**src/rtl/assoc_cache.sv**
```systemverilog
// assoc_cache: N-way set-associative cache with true-LRU replacement.
//   WRITE_THROUGH=0 : write-back / write-allocate, per-line dirty bits.
//   WRITE_THROUGH=1 : write-through / write-allocate, every write hit is
//                     pushed to memory as a full block before completing.
// Ports:
//   clk, proc_reset               clock, synchronous active-high reset
//   proc_read/proc_write/proc_addr/proc_wdata  processor request (held while stalled)
//   proc_stall, proc_rdata        processor response
//   mem_read/mem_write/mem_addr/mem_wdata      block request to memory
//   mem_rdata, mem_ready          block response from memory (ready is a 1-cycle pulse)
//   hit_count, miss_count         saturating performance counters
module assoc_cache #(
  parameter int NUM_SETS      = 4,
  parameter int NUM_WAYS      = 2,
  parameter int WRITE_THROUGH = 0,
  parameter int CNT_W         = 16
) (
  input  logic             clk,
  input  logic             proc_reset,
  input  logic             proc_read,
  input  logic             proc_write,
  input  logic [29:0]      proc_addr,
  input  logic [31:0]      proc_wdata,
  output logic             proc_stall,
  output logic [31:0]      proc_rdata,
  output logic             mem_read,
  output logic             mem_write,
  output logic [27:0]      mem_addr,
  output logic [127:0]     mem_wdata,
  input  logic [127:0]     mem_rdata,
  input  logic             mem_ready,
  output logic [CNT_W-1:0] hit_count,
  output logic [CNT_W-1:0] miss_count
);

  localparam int IDX_W = $clog2(NUM_SETS);
  localparam int TAG_W = 28 - IDX_W;
  localparam int WAY_W = (NUM_WAYS > 1) ? $clog2(NUM_WAYS) : 1;

  localparam logic [1:0] S_IDLE  = 2'd0;
  localparam logic [1:0] S_WB    = 2'd1;
  localparam logic [1:0] S_ALLOC = 2'd2;
  localparam logic [1:0] S_WT    = 2'd3;

  // Storage
  logic [NUM_WAYS-1:0] valid_q [NUM_SETS];
  logic [NUM_WAYS-1:0] dirty_q [NUM_SETS];
  logic [TAG_W-1:0]    tag_q   [NUM_SETS][NUM_WAYS];
  logic [127:0]        data_q  [NUM_SETS][NUM_WAYS];
  logic [WAY_W-1:0]    age_q   [NUM_SETS][NUM_WAYS];

  // Control
  logic [1:0]       state_q, state_d;
  logic [WAY_W-1:0] way_q;        // way being filled / evicted / written through
  logic             missed_q;     // current request already took a miss
  logic [CNT_W-1:0] hit_q, miss_q;

  // Request decode
  logic             req_s, wr_s;
  logic [IDX_W-1:0] idx_s;
  logic [TAG_W-1:0] tag_s;
  logic [1:0]       word_s;

  assign req_s  = proc_read | proc_write;
  assign wr_s   = proc_write;           // read+write together is a write
  assign idx_s  = proc_addr[IDX_W+1:2];
  assign tag_s  = proc_addr[29:IDX_W+2];
  assign word_s = proc_addr[1:0];

  logic             hit_s;
  logic [WAY_W-1:0] hit_way_s;
  logic [WAY_W-1:0] hit_age_s;
  logic             found_s;
  logic [WAY_W-1:0] inv_way_s, max_way_s, max_age_s, victim_s;
  logic             hit_ev_s, miss_ev_s, wr_hit_s, done_s;

  // Tag compare across all ways of the indexed set
  always_comb begin
    hit_s     = 1'b0;
    hit_way_s = '0;
    for (int w = 0; w < NUM_WAYS; w++) begin
      if (valid_q[idx_s][w] && (tag_q[idx_s][w] == tag_s)) begin
        hit_s     = 1'b1;
        hit_way_s = WAY_W'(w);
      end else begin
        hit_s     = hit_s;
      end
    end
  end

  assign hit_age_s = age_q[idx_s][hit_way_s];

  // Victim choice: lowest-index invalid way, else the oldest way
  always_comb begin
    found_s   = 1'b0;
    inv_way_s = '0;
    max_way_s = '0;
    max_age_s = '0;
    for (int w = 0; w < NUM_WAYS; w++) begin
      if (!valid_q[idx_s][w] && !found_s) begin
        inv_way_s = WAY_W'(w);
        found_s   = 1'b1;
      end else begin
        found_s   = found_s;
      end
    end
    for (int w = 0; w < NUM_WAYS; w++) begin
      if (age_q[idx_s][w] > max_age_s) begin
        max_age_s = age_q[idx_s][w];
        max_way_s = WAY_W'(w);
      end else begin
        max_age_s = max_age_s;
      end
    end
    if (found_s) begin
      victim_s = inv_way_s;
    end else begin
      victim_s = max_way_s;
    end
  end

  assign hit_ev_s  = (state_q == S_IDLE) && req_s && hit_s;
  assign miss_ev_s = (state_q == S_IDLE) && req_s && !hit_s;
  assign wr_hit_s  = hit_ev_s && wr_s;
  // A write-through write hit only completes once memory has accepted the block
  assign done_s    = (hit_ev_s && !((WRITE_THROUGH != 0) && wr_s)) ||
                     ((state_q == S_WT) && mem_ready);

  // Next state and state-decoded outputs
  always_comb begin
    state_d    = state_q;
    proc_stall = 1'b0;
    mem_read   = 1'b0;
    mem_write  = 1'b0;
    mem_addr   = proc_addr[29:2];
    mem_wdata  = data_q[idx_s][way_q];
    case (state_q)
      S_IDLE: begin
        if (req_s && hit_s) begin
          if ((WRITE_THROUGH != 0) && wr_s) begin
            proc_stall = 1'b1;
            state_d    = S_WT;
          end else begin
            proc_stall = 1'b0;
          end
        end else if (req_s) begin
          proc_stall = 1'b1;
          if ((WRITE_THROUGH == 0) && valid_q[idx_s][victim_s] && dirty_q[idx_s][victim_s]) begin
            state_d = S_WB;
          end else begin
            state_d = S_ALLOC;
          end
        end else begin
          proc_stall = 1'b0;
        end
      end
      S_WB: begin
        proc_stall = 1'b1;
        mem_write  = 1'b1;
        mem_addr   = {tag_q[idx_s][way_q], idx_s};
        if (mem_ready) begin
          state_d = S_ALLOC;
        end else begin
          state_d = S_WB;
        end
      end
      S_ALLOC: begin
        proc_stall = 1'b1;
        mem_read   = 1'b1;
        if (mem_ready) begin
          state_d = S_IDLE;
        end else begin
          state_d = S_ALLOC;
        end
      end
      S_WT: begin
        // Release the processor in the same cycle memory accepts the block
        proc_stall = ~mem_ready;
        mem_write  = 1'b1;
        if (mem_ready) begin
          state_d = S_IDLE;
        end else begin
          state_d = S_WT;
        end
      end
      default: begin
        state_d = S_IDLE;
      end
    endcase
  end

  assign proc_rdata = data_q[idx_s][hit_way_s][{word_s, 5'd0} +: 32];
  assign hit_count  = hit_q;
  assign miss_count = miss_q;

  // Valid, dirty and LRU age bookkeeping
  always_ff @(posedge clk) begin
    if (proc_reset) begin
      for (int s = 0; s < NUM_SETS; s++) begin
        valid_q[s] <= '0;
        dirty_q[s] <= '0;
        for (int w = 0; w < NUM_WAYS; w++) begin
          age_q[s][w] <= WAY_W'(w);
        end
      end
    end else begin
      if (hit_ev_s && (NUM_WAYS > 1)) begin
        for (int w = 0; w < NUM_WAYS; w++) begin
          if (WAY_W'(w) == hit_way_s) begin
            age_q[idx_s][w] <= '0;
          end else if (age_q[idx_s][w] < hit_age_s) begin
            age_q[idx_s][w] <= age_q[idx_s][w] + WAY_W'(1);
          end
        end
      end
      if (wr_hit_s && (WRITE_THROUGH == 0)) begin
        dirty_q[idx_s][hit_way_s] <= 1'b1;
      end
      if ((state_q == S_WB) && mem_ready) begin
        dirty_q[idx_s][way_q] <= 1'b0;
      end
      if ((state_q == S_ALLOC) && mem_ready) begin
        valid_q[idx_s][way_q] <= 1'b1;
        dirty_q[idx_s][way_q] <= 1'b0;
      end
    end
  end

  // Line data and tags (not reset; guarded by valid)
  always_ff @(posedge clk) begin
    if (proc_reset) begin
      // transfer abandoned: nothing is written
    end else if ((state_q == S_ALLOC) && mem_ready) begin
      data_q[idx_s][way_q] <= mem_rdata;
      tag_q[idx_s][way_q]  <= tag_s;
    end else if (wr_hit_s) begin
      data_q[idx_s][hit_way_s][{word_s, 5'd0} +: 32] <= proc_wdata;
    end
  end

  // FSM, active way, miss flag and saturating counters
  always_ff @(posedge clk) begin
    if (proc_reset) begin
      state_q  <= S_IDLE;
      way_q    <= '0;
      missed_q <= 1'b0;
      hit_q    <= '0;
      miss_q   <= '0;
    end else begin
      state_q <= state_d;
      if (miss_ev_s) begin
        way_q    <= victim_s;
        missed_q <= 1'b1;
        if (miss_q != {CNT_W{1'b1}}) begin
          miss_q <= miss_q + CNT_W'(1);
        end
      end else if (hit_ev_s) begin
        way_q <= hit_way_s;
      end
      // The replay hit after a fill is not a new hit
      if (hit_ev_s && !missed_q && (hit_q != {CNT_W{1'b1}})) begin
        hit_q <= hit_q + CNT_W'(1);
      end
      if (done_s) begin
        missed_q <= 1'b0;
      end
    end
  end

endmodule

```
**config.mk**
```make
export PLATFORM = sky130hd
export DESIGN_NAME = assoc_cache
export DESIGN_NICKNAME = d
export VERILOG_FILES = /design/src/rtl/assoc_cache.sv
export SDC_FILE = /design/constraint.sdc
export NUM_CORES = 2
export LEC_CHECK = 0
export BUFFER_PORTS_ARGS = -buffer_cell sky130_fd_sc_hd__buf_2
export CORE_MARGIN = 2
export CORE_UTILIZATION = 50
export DETAILED_ROUTE_END_ITERATION = 8
export GPL_TIMING_DRIVEN = 0
export PLACE_DENSITY = 0.81
export SLEW_MARGIN = 20
export SYNTH_ARGS = -nofsm -noshare
export SYNTH_HDL_FRONTEND = slang
export SYNTH_SLANG_ARGS = --single-unit
```
**constraint.sdc**
```tcl
create_clock -name clk -period 5.8 [get_ports clk]
set_clock_uncertainty 0.15 [all_clocks]
set_input_delay 0.29 -clock clk [delete_from_list [all_inputs] [get_ports clk]]
set_output_delay 0.29 -clock clk [all_outputs]
set_load 0.01 [all_outputs]
```
# Word level (Yosys, flattened, before mapping)
# Memories as Yosys holds them, arrays and structs flattened.
# Index checks and enable logic that the tools add are counted.
word_totals:
  ramBits: 1256
  n_memories: 5
  reg_bits: 36
memory_table:
  columns: ["name", "words", "width", "rd", "rd_clocked_by_memory_dff", "write_ports", "line", "text"]
  rows:
  - ["data_q", 4, 256, 1, 0, 1, "49", "logic [127:0] data_q [NUM_SETS][NUM_WAYS];"]
  - ["tag_q", 4, 52, 1, 0, 1, "48", "logic [TAG_W-1:0] tag_q [NUM_SETS][NUM_WAYS];"]
  - ["age_q", 4, 2, 1, 0, 4, "50", "logic [WAY_W-1:0] age_q [NUM_SETS][NUM_WAYS];"]
  - ["dirty_q", 4, 2, 1, 0, 4, "47", "logic [NUM_WAYS-1:0] dirty_q [NUM_SETS];"]
  - ["valid_q", 4, 2, 1, 0, 4, "46", "logic [NUM_WAYS-1:0] valid_q [NUM_SETS];"]
op_classes:
  magnitude_cmp: 13
  n_reduce_logical: 32
  shifts: 3
  bitwise_logic: 266
  eq_ne: 9
  mux: 355
  add_sub_neg: 5
op_table:
  columns: ["cell", "n"]
  rows:
  - ["2-to-1 mux 128 bit", 8]
  - ["2-to-1 mux 256 bit", 2]
  - ["2-to-1 mux 1 bit", 314]
  - ["OR 1 bit", 263]
  - ["demux 128 bit (select 1 bit)", 2]
  - ["variable shift 32 x 9 -> 128 bit (first input constant)", 1]
  - ["variable part select 128 x 8 -> 32 bit", 1]
  - ["variable part select 32 x 9 -> 128 bit", 1]
  - ["2-to-1 mux 26 bit", 4]
  - ["equality test 26 bit", 2]
  - ["2-to-1 mux 52 bit", 1]
  - ["2-to-1 mux 2 bit", 18]
  - ["adder 16 x 1 -> 16 bit (second input constant)", 2]
  - ["!= test 16 bit (second input constant)", 2]
  - ["2-to-1 mux 28 bit", 1]
  - ["demux 26 bit (select 1 bit)", 1]
  - ["logical AND 1 bit", 18]
  - ["OR reduction 2 bit", 6]
  - ["negator 7 -> 9 bit", 1]
  - ["case mux 2 bit (4 select lines)", 1]
  - ["< comparator 1 x 2 -> 1 bit (second input constant)", 3]
  - ["equality test 2 bit (second input constant)", 2]
  - [">= comparator 2 bit (second input constant)", 2]
  - ["< comparator 2 x 1 -> 1 bit (second input constant)", 2]
  - ["16 further kinds", 25]

# Depth between registers and ports, before layout
# An unclocked memory read counts as a cell.
logic_depth:
  depth_word: 17
  mapped_depth: 16
  ltp_nobuf: 10

# Worst setup path before layout
# Ideal clock, no wire load.
synth_path:
  kind: "input-to-reg"
  start: "input proc_addr[2]"
  end: "memory tag_q[3][26] (netlist bit), enable pin"
  arrival_ps: 4862
  slack_ps: 313
  n_path_buf: 9
  stages: 11
  setup_time_ps: 475
  path_cell_list: "buf_6 buf_6 buf_4 buf_6 buf_4 buf_2 buf_2 buf_2 clkbuf_1 nand2_1 nor4_1"
synth_rtl:
  columns: ["item", "line", "text"]
  rows:
  - ["start: declaration", "22", "input logic [29:0] proc_addr,"]
  - ["end: declaration", "48", null]
# Straight into the memory's write port.

# Final worst setup path
layout_path:
  start: "memory tag_q[3][10] (netlist bit)"
  end: "output proc_rdata[11]"
layout_between:
  elab_chain_cells: 9
layout_lines:
  columns: ["item", "line", "text"]
  rows:
  - ["memory (4 x 52 bit)", null, null]
  - ["equality test 26 bit", "82", "if (valid_q[idx_s][w] && (tag_q[idx_s][w] == tag_s)) begin"]
  - ["logical AND 1 bit", "82", null]
  - ["2-to-1 mux 1 bit", "82", null]
  - ["inverter 1 -> 2 bit (not written as such)", "192", "assign proc_rdata = data_q[idx_s][hit_way_s][{word_s, 5'd0} +: 32];"]
  - ["2-to-1 mux 128 bit (not written as such) (3 in series)", "192", null]
  - ["variable part select 128 x 8 -> 32 bit", "192", null]
  - ["end: declaration", "25", "output logic [31:0] proc_rdata,"]
# No other way between the ends. The select of a mux whose other input is x is not followed.

==> out/results.tsv <==
metric	value	unit
status	complete, but fails checks	
violations	DRC	
synth_adder_area_share	0.002451	
final_util	0.6095	
fin_crit_sh	0.9813	
grt_pass1_wl	288.1	mm
dp_slack	-0.2560	ns
syn_avg_cell_area	15.43	um^2
power	20930	uW
core-area	111000	um^2
async_flop_share	0	
dieHeight	339.1	um
numPortBuffers	415	
tightest_slew	1.298	ns
root_buffer	clkbuf_16	
synth-xor-area-share	0.007955	
synth.ff_latch_count	1292	
ys.warnings.count	0	
cts_max_level	4	
cts_buffer_depth	3	
hold_viol	0	
max_freq	0.1757	GHz
pin_count	418	
grt_antenna_before_repair	31	
drt_iter0_drc	8410	
rows	122	
ys_seq_area_frac	0.6844	
synth_top_family_by_area	multiplexers	
cp-end-kind	output pin	
area_growth	20.46	%
grt_setup_unrepaired	no	
cts.sinks	1292	
via_per_inst	6.804	
crit_type	flip-flop to output pin	
crit_family	simple AND/OR/NAND/NOR gates	
crit_slowest_cell	nor4_1	
dieArea	115000	um^2
reg2reg_depth	11	
final.setup.tns	0	ns
p_leak	0.02362	uW
synth_area	56150	um^2
dp_hpwl	141.4	mm
drive_above_1_share	0.2545	
maxCapViolCount	0	
min_path_cells	3	
clk_latency	0.78	ns
synth_compound_area_frac	0.04238	
start_kind	flip-flop	
synth_edf_count	1255	
die_w	339.1	um
muxShareOfSynthArea	0.1570	
synth.distinct_cells	68	
powerDensity	309.4	nW/um^2
synthFlopType	edfxtp_1	
grt_pass1_vias	39480	
syn-num-nets	3846	
setup-violations-final	0	
cts_buffers	132	
critPathMaxStageDelay	0.63	ns
nets	4625	
drc	38	
gr-usage-all-layers	0.3589	
wire_per_inst	34.64	um
slew_headroom	0.1346	
cp_common_cell	buf_2	
place_area	61770	um^2
cp_data_required_time	5.36	ns
synthSimpleGateAreaFrac	0.08519	
path_cells	mux4_2, xor2_1, nor4_1, nor4b_1, nand4_1, buf_2, buf_2, buf_2, mux4_2, nand2_1, nand2_1, buf_2	
postRouteAntennaNets	0	
grt_max_degree	21	
crit_buf_inv	4	
cp_max_fo	10	
first_pass_iters	9	
grt_overflow	0	
cp.arrival	5.25	ns
fin_ws	0.1083	ns
period_needed	5.692	ns
peakVddDrop	0.0003149	V
place.gp.congestion	0.9649	
synth_cells	3640	
path_depth	12	
start_util	0.5060	
tritoncts	done	
hp-class	input pin to flip-flop	
ctsResizeCount	0	
vias	41050	
wl	209.0	mm
drv_slew	0	
clk_pin_slew_worst_paths	0.06	ns
finish.instance_area	67640	um^2
[final cells by class]
class	instances	area, um^2
clock inverter	67	559.3
tap	1488	1862
buffer	237	1101
inverter	20	75.07
antenna	27	67.56
clock buffer	166	3473
sequential	1292	38430
multi-input combinational	2091	16940
fill	7523	43330
timing repair buffer	645	5136
[cell usage after synthesis (4+ instances only)]
library cell  instances  area share
edfxtp_1           1255        0.67
nand2_1             946       0.063
mux4_2              365        0.15
o21ai_0             291       0.026
clkbuf_1            167       0.011
nor2_1               92      0.0062
a21oi_1              49      0.0044
mux2i_1              41      0.0073
dfxtp_1              37       0.013
buf_2                34      0.0030
xnor2_1              34      0.0053
a31oi_1              27      0.0030
nand3_1              23      0.0021
inv_1                20      0.0013
nor3_1               20      0.0018
xor2_1               17      0.0027
buf_1                15      0.0010
nand4_1              14      0.0016
nor2b_1              14      0.0016
mux2_2               13      0.0026
nor4_1               13      0.0014
buf_6                12      0.0024
nand2b_1             12      0.0013
or3_1                12      0.0013
ha_1                 11      0.0025
o31ai_1               7     0.00094
a21boi_0              6     0.00080
and2_1                6     0.00067
buf_4                 6     0.00080
or2_2                 6     0.00067
nor3b_1               5     0.00067
o211ai_1              5     0.00067
o21a_1                5     0.00067
a211oi_1              4     0.00053
o31a_1                4     0.00062
[state kept, by name, indices dropped and copies added (netlist names)]
name	cells
hit_count	16
state_q	2
dirty_q	8
miss_count	16
age_q	8
missed_q	1
valid_q	8
data_q	1024
way_q	1
tag_q	208
[through the flow]
| stage | hold WS [ns] | instances |
|---|---|---|
| 2_1_floorplan | 0.2389 | 3640 |
| 3_3_place_gp | 0.3168 | 5543 |
| 3_5_place_dp | 0.3512 | 5598 |
| 4_1_cts | 0.002083 | 6005 |
| 5_1_grt | 0.01804 | 6012 |
| 6_report | 0.02574 | 6033 |
[layer usage]
layer / vias to the layer above / GRT usage / part of all wire
met1: 19670 / 0.4105 / 0.29
met5: - / 0.01430 / 0.0021
li1: 15560 / - / -
met2: 4654 / 0.5313 / 0.43
met3: 1141 / 0.1769 / 0.19
met4: 32 / 0.2413 / 0.091
[cells in the final DEF, fill, tap and decap left out, types with 14 or more instances in the layout]
master and count:
nor2b_1 14, clkbuf_1 187, xor2_1 17, clkinv_2 18
clkbuf_16 134, xnor2_1 34, nand3_1 23, dfxtp_1 37
buf_2 454, buf_16 40, nand4_1 14, nor3_1 20
a21oi_4 16, clkbuf_2 14, edfxtp_1 1255, mux4_2 365
clkinv_1 28, o21ai_0 291, diode_2 27, inv_1 20
dlygate4sd3_1 173, a21oi_1 33, a31oi_1 27, nand2_1 946
nor2_1 69, mux2i_1 41, nor2_4 23
[worst reg2reg max path, delay by kind of cell (launching register included)]
family / cells / cell delay (ns)
AOI/OAI and AO/OA: 2 / 1.13
xor gates and xnor gates: 1 / 0.21
buffers and inverters: 3 / 1.09
DFF: 1 / 0.40
muxes: 1 / 0.51
and+or+nand+nor: 4 / 1.61
[kinds of logic after synthesis]
| kind of cell | Yosys count |
|---|---|
| AO/OA/AOI/OAI | 426 |
| XOR/XNOR | 51 |
| adder cells (fa/ha/maj) | 11 |
| buffers and inverters | 257 |
| flip-flops | 1292 |
| multiplexers | 422 |
| AND/OR/NAND/NOR | 1181 |
[timing repair]
action / in CTS / in global routing
hold buffers: 173 / 0
buffers inserted: 1 / 0
endpoints found under the setup margin: 4 / 0
hold endpoints to repair: 1239 / 0
[power breakdown]
group	switching, uW	total (uW)	internal (uW)
Combinational	1630	2380	751
Clock	3770	8200	4430
Sequential	30.9	10400	10300
[worst paths after layout]
kind                        from             end  slack [ns]
setup / recovery    tag_q[3][10]  proc_rdata[11]        0.11
hold / removal    proc_wdata[29]  data_q[2][157]        0.03
setup reg to reg    tag_q[0][37]  data_q[1][244]        0.39
hold reg to reg     hit_count[1]    hit_count[1]        0.37
No activity file was read; power rests on OpenSTA's default activity.
